--- src/rtl/dm_arbiter_pkg.sv ---
// -----------------------------------------------------------------------------
// dm_arbiter_pkg
// Shared definitions for the two-port data-memory arbiter and the memory it
// fronts.
//   DM_AW / DM_DW   : default word-address and data widths
//   DM_LOCK_MAX     : default lock timeout in cycles
//   state_t         : arbiter FSM encoding (ST_ARB, ST_LOCK0, ST_LOCK1)
// -----------------------------------------------------------------------------
package dm_arbiter_pkg;

    localparam int DM_AW       = 10;
    localparam int DM_DW       = 32;
    localparam int DM_LOCK_MAX = 16;

    typedef enum logic [1:0] {
        ST_ARB   = 2'd0,
        ST_LOCK0 = 2'd1,
        ST_LOCK1 = 2'd2
    } state_t;

endpackage

--- src/rtl/dm_arbiter_rr.sv ---
// -----------------------------------------------------------------------------
// dm_arbiter_rr
// Pure-combinational grant picker for the two-port memory arbiter.
// Ports:
//   req0, req1   in   access requests
//   rr           in   round-robin pointer (port that wins a tie in ST_ARB)
//   state        in   arbiter FSM state
//   gnt0, gnt1   out  one-hot-or-zero grants
// -----------------------------------------------------------------------------
module dm_arbiter_rr
    import dm_arbiter_pkg::*;
(
    input  logic   req0,
    input  logic   req1,
    input  logic   rr,
    input  state_t state,
    output logic   gnt0,
    output logic   gnt1
);

    always_comb begin
        gnt0 = 1'b0;
        gnt1 = 1'b0;
        case (state)
            // The lock owner is the only candidate; the peer simply stalls.
            ST_LOCK0: gnt0 = req0;
            ST_LOCK1: gnt1 = req1;
            default: begin
                // Port 0 wins when alone, or on a tie when the pointer says 0.
                if (req0 && (!req1 || !rr)) begin
                    gnt0 = 1'b1;
                end else if (req1) begin
                    gnt1 = 1'b1;
                end
            end
        endcase
    end

endmodule

--- src/rtl/dm_arbiter.sv ---
// -----------------------------------------------------------------------------
// dm_arbiter
// Two-requester arbiter in front of one single-port data memory (combinational
// read, write on posedge clk). Round-robin grant, optional ownership lock for
// atomic read-modify-write with a LOCK_MAX-cycle timeout, read data registered
// and returned one cycle after the grant.
//
// Ports (N = 0, 1):
//   clk, rst                 clock, synchronous active-high reset
//   reqN, weN, lockN         request, write enable, keep-ownership request
//   addrN, wdataN            word address, write data
//   gntN                     access accepted this cycle (combinational)
//   rvalidN, rdataN          registered read return (one-cycle pulse / held)
//   mem_addr, mem_din        address and write data to the memory
//   mem_we                   memory write strobe
//   mem_dout                 memory combinational read data
//   acc_cnt0, acc_cnt1       granted accesses per port   (DM_ARBITER_STATS_EN)
//   stall_cnt                cycles with any stalled req (DM_ARBITER_STATS_EN)
//
// Build option: define DM_ARBITER_STATS_EN to add the statistics counters.
// -----------------------------------------------------------------------------
module dm_arbiter
    import dm_arbiter_pkg::*;
#(
    parameter int AW       = DM_AW,
    parameter int DW       = DM_DW,
    parameter int LOCK_MAX = DM_LOCK_MAX
)
(
    input  logic          clk,
    input  logic          rst,

    input  logic          req0,
    input  logic          we0,
    input  logic          lock0,
    input  logic [AW-1:0] addr0,
    input  logic [DW-1:0] wdata0,
    output logic          gnt0,
    output logic          rvalid0,
    output logic [DW-1:0] rdata0,

    input  logic          req1,
    input  logic          we1,
    input  logic          lock1,
    input  logic [AW-1:0] addr1,
    input  logic [DW-1:0] wdata1,
    output logic          gnt1,
    output logic          rvalid1,
    output logic [DW-1:0] rdata1,

    output logic [AW-1:0] mem_addr,
    output logic [DW-1:0] mem_din,
    output logic          mem_we,
    input  logic [DW-1:0] mem_dout
`ifdef DM_ARBITER_STATS_EN
    ,
    output logic [31:0]   acc_cnt0,
    output logic [31:0]   acc_cnt1,
    output logic [31:0]   stall_cnt
`endif
);

    localparam int CW = (LOCK_MAX > 1) ? $clog2(LOCK_MAX) : 1;
    localparam logic [CW-1:0] LOCK_LAST = CW'(LOCK_MAX - 1);

    state_t        state_q, state_d;
    logic          rr_q, rr_d;
    logic [CW-1:0] lock_cnt_q, lock_cnt_d;
    logic          rvalid0_q, rvalid1_q;
    logic [DW-1:0] rdata0_q, rdata1_q;

    logic          pick_gnt0, pick_gnt1;
    logic          rd0, rd1;

    dm_arbiter_rr u_rr (
        .req0  (req0),
        .req1  (req1),
        .rr    (rr_q),
        .state (state_q),
        .gnt0  (pick_gnt0),
        .gnt1  (pick_gnt1)
    );

    // Nothing is accepted while reset is held, so a write presented during
    // reset can never reach the memory.
    assign gnt0 = pick_gnt0 & ~rst;
    assign gnt1 = pick_gnt1 & ~rst;

    // Port 0 is the idle default for the memory mux so the address/data lines
    // only move when port 1 actually owns the cycle.
    assign mem_addr = gnt1 ? addr1  : addr0;
    assign mem_din  = gnt1 ? wdata1 : wdata0;
    assign mem_we   = (gnt0 & we0) | (gnt1 & we1);

    assign rd0 = gnt0 & ~we0;
    assign rd1 = gnt1 & ~we1;

    // ------------------------------------------------------------------
    // Next-state logic
    // ------------------------------------------------------------------
    always_comb begin
        state_d    = state_q;
        rr_d       = rr_q;
        lock_cnt_d = lock_cnt_q;
        case (state_q)
            ST_LOCK0: begin
                lock_cnt_d = lock_cnt_q + CW'(1);
                if (gnt0 && !lock0) begin
                    state_d = ST_ARB;
                end else if (lock_cnt_q == LOCK_LAST) begin
                    // Forced release hands the next tie to the starved peer.
                    state_d = ST_ARB;
                    rr_d    = 1'b1;
                end
            end
            ST_LOCK1: begin
                lock_cnt_d = lock_cnt_q + CW'(1);
                if (gnt1 && !lock1) begin
                    state_d = ST_ARB;
                end else if (lock_cnt_q == LOCK_LAST) begin
                    state_d = ST_ARB;
                    rr_d    = 1'b0;
                end
            end
            default: begin
                state_d = ST_ARB;
                if (gnt0) begin
                    rr_d = 1'b1;
                    if (lock0) begin
                        state_d    = ST_LOCK0;
                        lock_cnt_d = '0;
                    end
                end else if (gnt1) begin
                    rr_d = 1'b0;
                    if (lock1) begin
                        state_d    = ST_LOCK1;
                        lock_cnt_d = '0;
                    end
                end
            end
        endcase
    end

    // ------------------------------------------------------------------
    // State and read-return registers
    // ------------------------------------------------------------------
    always_ff @(posedge clk) begin
        if (rst) begin
            state_q    <= ST_ARB;
            rr_q       <= 1'b0;
            lock_cnt_q <= '0;
            rvalid0_q  <= 1'b0;
            rvalid1_q  <= 1'b0;
            rdata0_q   <= '0;
            rdata1_q   <= '0;
        end else begin
            state_q    <= state_d;
            rr_q       <= rr_d;
            lock_cnt_q <= lock_cnt_d;
            rvalid0_q  <= rd0;
            rvalid1_q  <= rd1;
            if (rd0) begin
                rdata0_q <= mem_dout;
            end
            if (rd1) begin
                rdata1_q <= mem_dout;
            end
        end
    end

    assign rvalid0 = rvalid0_q;
    assign rvalid1 = rvalid1_q;
    assign rdata0  = rdata0_q;
    assign rdata1  = rdata1_q;

`ifdef DM_ARBITER_STATS_EN
    logic [31:0] acc_cnt0_q, acc_cnt1_q, stall_cnt_q;
    logic        stall_any;

    // A cycle counts once even when both ports are waiting.
    assign stall_any = (req0 & ~gnt0) | (req1 & ~gnt1);

    always_ff @(posedge clk) begin
        if (rst) begin
            acc_cnt0_q  <= '0;
            acc_cnt1_q  <= '0;
            stall_cnt_q <= '0;
        end else begin
            if (gnt0) begin
                acc_cnt0_q <= acc_cnt0_q + 32'd1;
            end
            if (gnt1) begin
                acc_cnt1_q <= acc_cnt1_q + 32'd1;
            end
            if (stall_any) begin
                stall_cnt_q <= stall_cnt_q + 32'd1;
            end
        end
    end

    assign acc_cnt0  = acc_cnt0_q;
    assign acc_cnt1  = acc_cnt1_q;
    assign stall_cnt = stall_cnt_q;
`endif

endmodule

--- config.mk ---
export PLATFORM = sky130hd
export DESIGN_NAME = dm_arbiter
export DESIGN_NICKNAME = d
export VERILOG_FILES = /design/src/rtl/dm_arbiter_pkg.sv /design/src/rtl/dm_arbiter_rr.sv /design/src/rtl/dm_arbiter.sv
export SDC_FILE = /design/constraint.sdc
export NUM_CORES = 1
export LEC_CHECK = 0
export CAP_MARGIN = 5
export CORE_UTILIZATION = 25
export CTS_CLUSTER_DIAMETER = 120
export DETAILED_ROUTE_END_ITERATION = 7
export PLACE_DENSITY = 0.68
export SLEW_MARGIN = 5
export SYNTH_ARGS = -nofsm -noshare
export SYNTH_HDL_FRONTEND = slang
export SYNTH_HIERARCHICAL = 1
export SYNTH_SLANG_ARGS = --single-unit
--- constraint.sdc ---
create_clock -name clk -period 3.2 [get_ports clk]
set_clock_uncertainty 0.1 [all_clocks]
set_input_delay 0.32 -clock clk [delete_from_list [all_inputs] [get_ports clk]]
set_output_delay 0.32 -clock clk [all_outputs]
set_load 0.01 [all_outputs]
==> metrics.yaml, run 1 <==
outcome: "completed"
die_area_mm2: 0.0142
critPathLaunchType: "register"
grt_max_degree: 45
grt_usage_pct: 16.7
min_to: "rdata0[8]"
syn-cell-area_mm2: 0.00342
fin_crit_ns: 3.03
timing.hold.ws_ns: 0.372
leakage_nw: 2.42
clockBufferDepth: 2
critPathMaxFanout: 20
postCtsHoldBufs: 0
drcViolationCount: 0
wirelength_mm: 12.4
max_stage_delay_ns: 0.58
worstRegToRegCells: 8
die_x_um: 119
syn2layout_area_growth_pct: 83.5
drv_slew: 0
fin_crit_sh_pct: 94.6
power.density_mw_per_mm2: 431
drv_cap: 0
worst_ep_required_time_ns: 2.78
wl_per_cell_um: 14.0
cp_slowest_cell: "clkdlybuf4s50_1"
final_cell_mix: "clkdlybuf4s50_1, nand2_1, dfxtp_1"
multi_input_comb_area_mm2: 0.00179
fin_nets: 831
peakVddDrop_v: 0.000456
n_fill_cell: 1330
crit_chain: "inv_1 > ha_1 > o21ai_1 > a31oi_2 > nand2b_1 > inv_4 > buf_12 > nand2_1 > nand2_1 > clkdlybuf4s50_1"
drive_gt1_share_pct: 4.39
first_iter_violations: 251
cts_tree: "built"
ctsRootBufferMaster: "clkbuf_16"
io_pins: 235
overflow: 0
min_from: "rdata0[8]"
die_h_um: 119
path_class: "register to output pin"
setup_viol_count_final: 0
hpwl_mm: 9.19
htreeDepth: 3
cp-end-kind: "output pin"
setup_tns_ns: 0
firstDrtPassIters: 4
cp_data_arrival_time_ns: 2.61
syn_area_per_cell_um2: 7.12
insertedDiodeCount: 0
gp_congestion: 0.809
first_global_vias: 3746
synth-seq-cells: 73
synth.net_count: 609
rsz0062_at_grt: "false"
synthDistinctLibCells: 33
core-area_mm2: 0.0133
tightest_slew_ns: 0.419
cp_common_cell: "nand2_1"
antenna_found_initial: 0
seq_area_mm2: 0.00146
synth_seq_area_share_pct: 42.7
vias: 3890
numCtsBuffers: 9
synthCells: 480
final_common_cell: "clkdlybuf4s50_1"
grt_pass1_wl_mm: 18.8
port_buffers: 234
viasPerCell: 4.41
ant_nets: 0
hold_viol_final: 0
hold_class: "register to register"
reg2reg_slack_ns: 0.74
slew_headroom_pct: 71.8
cts.sinks: 73
fp-row-count: 42
rr_startpoint: "state_q[0]"
ys_warn_count: 6
clk_pin_slew_ns: 0.06
start_util_pct: 25.7
clk_latency_ns: 0.32
rr_endpoint: "rdata0[10]"
hold_depth: 2
max_freq_ghz: 0.330
==> registers in the layout, indices dropped and copies added, names as in the netlist <==
| name | count |
|---|---|
| rdata0 | 32 |
| rdata1 | 32 |
| lock_cnt_q | 4 |
| state_q | 2 |
| rr_q | 1 |
| rvalid0 | 1 |
| rvalid1 | 1 |
==> kinds of logic after synthesis <==
kind of cell,Yosys count,share of synthesized area [%]
AND/OR/NAND/NOR,279,36.6
adder cells (fa/ha/maj),5,1.83
flip-flops,73,42.7
AO/OA/AOI/OAI,84,13.4
buffers and inverters,39,5.42
==> critical path: cells and delay by family (launching register included) <==
kind,cells,cell delay [ns]
buf+inv,4,0.95
simple gates,3,0.31
fa+ha+maj,1,0.35
compound gates,2,0.31
flops,1,0.36
==> where the power goes <==
part	internal, mW	leakage, nW	switching, mW	total, mW
Sequential	0.959	0.596	0.0268	0.986
Clock	0.722	0.158	0.374	1.10
Combinational	0.370	1.67	0.252	0.622
==> worst max-delay path by stage <==
stage	from	to	cells after the start	slack, ns
6_report	state_q[0]	mem_addr[6]	10	0.17
3_5_place_dp	state_q[0]	mem_din[16]	9	0.42
2_1_floorplan	state_q[0]	mem_din[22]	10	1.08
5_1_grt	state_q[0]	mem_addr[6]	10	0.04
4_1_cts	state_q[0]	mem_din[16]	9	0.05
3_3_place_gp	state_q[0]	mem_din[16]	9	0.45
==> Yosys cell counts <==
| master | n | area share, % |
|---|---|---|
| clkbuf_2 | 1 | 0.15 |
| a32oi_1 | 1 | 0.26 |
| ha_1 | 5 | 1.8 |
| o21ai_0 | 65 | 9.5 |
| and2b_1 | 1 | 0.22 |
| nor2_1 | 6 | 0.66 |
| a211oi_1 | 2 | 0.44 |
| and3_1 | 1 | 0.18 |
| clkbuf_1 | 13 | 1.4 |
| a31oi_1 | 2 | 0.37 |
| inv_2 | 1 | 0.11 |
| o2bb2ai_1 | 1 | 0.26 |
| or3b_1 | 2 | 0.51 |
| a311oi_1 | 1 | 0.26 |
| o211ai_1 | 1 | 0.22 |
| a22oi_1 | 1 | 0.22 |
| a22o_1 | 2 | 0.51 |
| nand2_1 | 194 | 21 |
| o21ai_1 | 2 | 0.29 |
| nor2_2 | 1 | 0.18 |
| a21oi_1 | 4 | 0.59 |
| nor2b_2 | 1 | 0.26 |
| and3b_1 | 1 | 0.26 |
| buf_4 | 6 | 1.3 |
| nor3_1 | 3 | 0.44 |
| buf_2 | 12 | 1.8 |
| nand3_1 | 2 | 0.29 |
| dfxtp_1 | 73 | 43 |
| inv_1 | 6 | 0.66 |
| a221oi_1 | 1 | 0.26 |
| nand4b_1 | 1 | 0.26 |
| nand2b_1 | 66 | 12 |
| o21a_1 | 1 | 0.22 |
==> per-layer routing <==
metal / routed length [µm] / vias to the layer above / part of all wire [%] / global-route usage (%)
li1: - / 1971 / - / -
met5: 0 / - / 0 / 0
met3: 663 / 15 / 5.4 / 4.26
met4: 195 / 0 / 1.6 / 5.54
met2: 5950 / 122 / 48 / 27.9
met1: 5540 / 1782 / 45 / 21.0
==> cell type report <==
| cell class | count | share of cell area [%] |
|---|---|---|
| Timing Repair Buffer | 243 | 39.0 |
| Multi-Input combinational cell | 368 | 28.5 |
| Sequential cell | 73 | 23.3 |
| Clock buffer | 11 | 4.03 |
| Tap cell | 176 | 3.51 |
| Clock inverter | 4 | 1.22 |
| Inverter | 7 | 0.459 |
==> repair_timing <==
item	in CTS	in global routing
setup buffers	0	0
endpoints found under the setup margin	0	43
gates resized for setup	0	7
==> per-stage QoR <==
stage,area (µm²),utilization [%],power (mW),setup slack (ns),cells
floorplan,3420,-,1.22,1.08,480
global placement,5900,44.4,1.61,0.452,866
detailed placement,5900,44.4,1.62,0.420,866
CTS,6230,46.8,2.73,0.0522,881
global route,6270,47.2,2.83,0.0423,882
finish,6270,47.2,2.70,0.174,882
(Power assumes the default switching activity.)
==> run 2: changes to the inputs <==
--- a/config.mk
+++ b/config.mk
@@ -6,10 +6,10 @@
 export NUM_CORES = 1
 export LEC_CHECK = 0
 export CAP_MARGIN = 5
-export CORE_UTILIZATION = 25
+export CORE_UTILIZATION = 38
 export CTS_CLUSTER_DIAMETER = 120
 export DETAILED_ROUTE_END_ITERATION = 7
-export PLACE_DENSITY = 0.68
+export PLACE_DENSITY = 0.94
 export SLEW_MARGIN = 5
 export SYNTH_ARGS = -nofsm -noshare
 export SYNTH_HDL_FRONTEND = slang
==> metrics.yaml, run 2 (same netlist as run 1, synthesis figures left out) <==
placed_cells: 796  # -8.1%
timing.hold.ws_ns: 0.375  # +0.00364 ns
overflow: 0  # unchanged
ctsRootBufferMaster: "clkbuf_8"
htreeDepth: 3  # unchanged
fin_crit_ns: 3.06  # +0.0351 ns
internal_power_mw: 1.79  # -13%
p_comb_share_pct: 25.8  # +2.8 points
port_buffers: 234  # unchanged
critPathLaunchType: "register"
syn2layout_area_growth_pct: 78.4
clk_latency_ns: 0.33  # about the same
power.density_mw_per_mm2: 393  # -8.7%
slew_headroom_pct: 66.6  # -5.2 points
wirelength_mm: 11.8  # -4.9%
firstDrtPassIters: 4  # unchanged
fin_nets: 834  # +0.36%
final_core_util_pct: 70.0  # +23 points
die_h_um: 96.9  # -19%
power.share.sequential_pct: 41.0  # +4.5 points
hold_viol_final: 0  # unchanged
hold_class: "register to register"
clkPwrFrac_pct: 33.1  # -7.4 points
clk_pin_slew_ns: 0.06  # about the same
worst_slack_ns: 0.139  # -0.0351 ns
vias: 3984  # +2.4%
fin_crit_sh_pct: 95.7  # +1.1 points
hpwl_mm: 9.01  # -2.0%
fp-row-count: 34  # -19%
final_cells: 820  # -7.0%
clockBufferDepth: 2  # unchanged
p_switching_uw: 606  # -7.0%
cts.sinks: 73  # unchanged
gp_congestion: 0.890  # +10%
wl_per_cell_um: 14.3  # +2.3%
first_iter_violations: 188  # -25%
core-area_mm2: 0.00872  # -34%
io_pins: 235  # unchanged
max_freq_ghz: 0.327  # -1.1%
final_common_cell: "clkdlybuf4s50_1"
grt_pass1_wl_mm: 18.5  # -1.6%
worst_ep_required_time_ns: 2.78  # about the same
first_global_vias: 3772  # +0.69%
drv_slew: 0  # unchanged
start_util_pct: 39.2  # +13 points
pre_cts_slack_ns: 0.323  # -0.0963 ns
cp-end-kind: "output pin"
cts_tree: "built"
antenna_found_initial: 2  # +2
outcome: "completed"
grt_max_degree: 50  # +11%
p_sw_share_pct: 25.3  # +1.1 points
tightest_slew_ns: 0.501  # +0.0817 ns
grt_usage_pct: 24.4  # +7.7 points
critPathMaxFanout: 33  # +65%
numCtsBuffers: 9  # unchanged
setup_viol_count_final: 0  # unchanged
ant_nets: 0  # unchanged
drcViolationCount: 0  # unchanged
leakage_nw: 2.38  # -1.7%
viasPerCell: 4.86  # +10%
path_class: "register to output pin"
drv_cap: 0  # unchanged
final_cell_mix: "clkdlybuf4s50_1, nand2_1, dfxtp_1"
peakVddDrop_v: 0.000314  # -31%
cp_data_arrival_time_ns: 2.64  # +0.03 ns
postCtsHoldBufs: 0  # unchanged
drive_gt1_share_pct: 4.65  # +0.26 points
die_x_um: 96.9  # -19%
die_area_mm2: 0.00938  # -34%
==> run 2: cell types whose count changed in the layout (fill, tap and decap cells not counted), sizes merged <==
cell,delta
diode,+2
inv,-1
clkinv,+1
buf,+4
==> run 2: what timing repair did <==
action | 4_1_cts | 5_1_grt
endpoints found under the setup margin | 28 | 43
buffers inserted | 0 | 6
gates resized for setup | 1 | 6
==> run 2: metal layers <==
metal,vias up,GRT usage (%),wire length (µm),part of all wire (%)
met3,21,9.18,1020,8.7
met1,1812,27.7,4690,40
met4,0,5.51,174,1.5
li1,1976,-,-,-
met5,-,0,0,0
met2,175,43.2,5870,50
==> run 2: layout make-up <==
cell class | instances | area [µm²]
inverters | 7 | 31.3
clock buffers | 12 | 145
diodes | 2 | 5.00
multi-input cells | 368 | 1790
flip-flops and latches | 73 | 1460
repair buffers | 246 | 2460
clock inverters | 4 | 76.3
well taps | 108 | 135
fillers | 641 | 2620
==> run 2: worst max-delay path, cell delays in order (launching register included) <==
cell and delay [ns]:
dfxtp_2 0.37, inv_1 0.06, ha_1 0.35, o21ai_1 0.10, a31oi_2 0.24, nand2b_1 0.20, clkinv_4 0.11, buf_12 0.18
nand2_1 0.08, nand2_1 0.08, clkdlybuf4s50_1 0.53
==> run 2: path summary, 6_finish.rpt <==
path	startpoint	to	slack [ns]	depth (start not counted)
worst max-delay path	state_q[0]	mem_addr[7]	0.14	10
worst min-delay path	rdata0[31]	rdata0[31]	0.38	2
worst max register to register	state_q[0]	rdata0[4]	0.58	8
worst min register to register	rdata0[31]	rdata0[31]	0.38	2
==> run 2: stage by stage <==
step           total power, mW  cell area, µm²  setup TNS (ns)
2_1_floorplan             1.22            3420               0
3_3_place_gp              1.59            5810               0
3_5_place_dp              1.61            5810               0
4_1_cts                   2.41            6040               0
5_1_grt                   2.52            6100          -0.104
6_report                  2.40            6100               0
==> run 2: power groups by stage <==
stage          clock network [mW]  logic [mW]  registers (mW)
2_1_floorplan                   0       0.193            1.02
3_3_place_gp                    0       0.592            1.00
3_5_place_dp                    0       0.605            1.00
4_1_cts                     0.817       0.610           0.984
5_1_grt                     0.865       0.664           0.990
6_report                    0.795       0.620           0.984
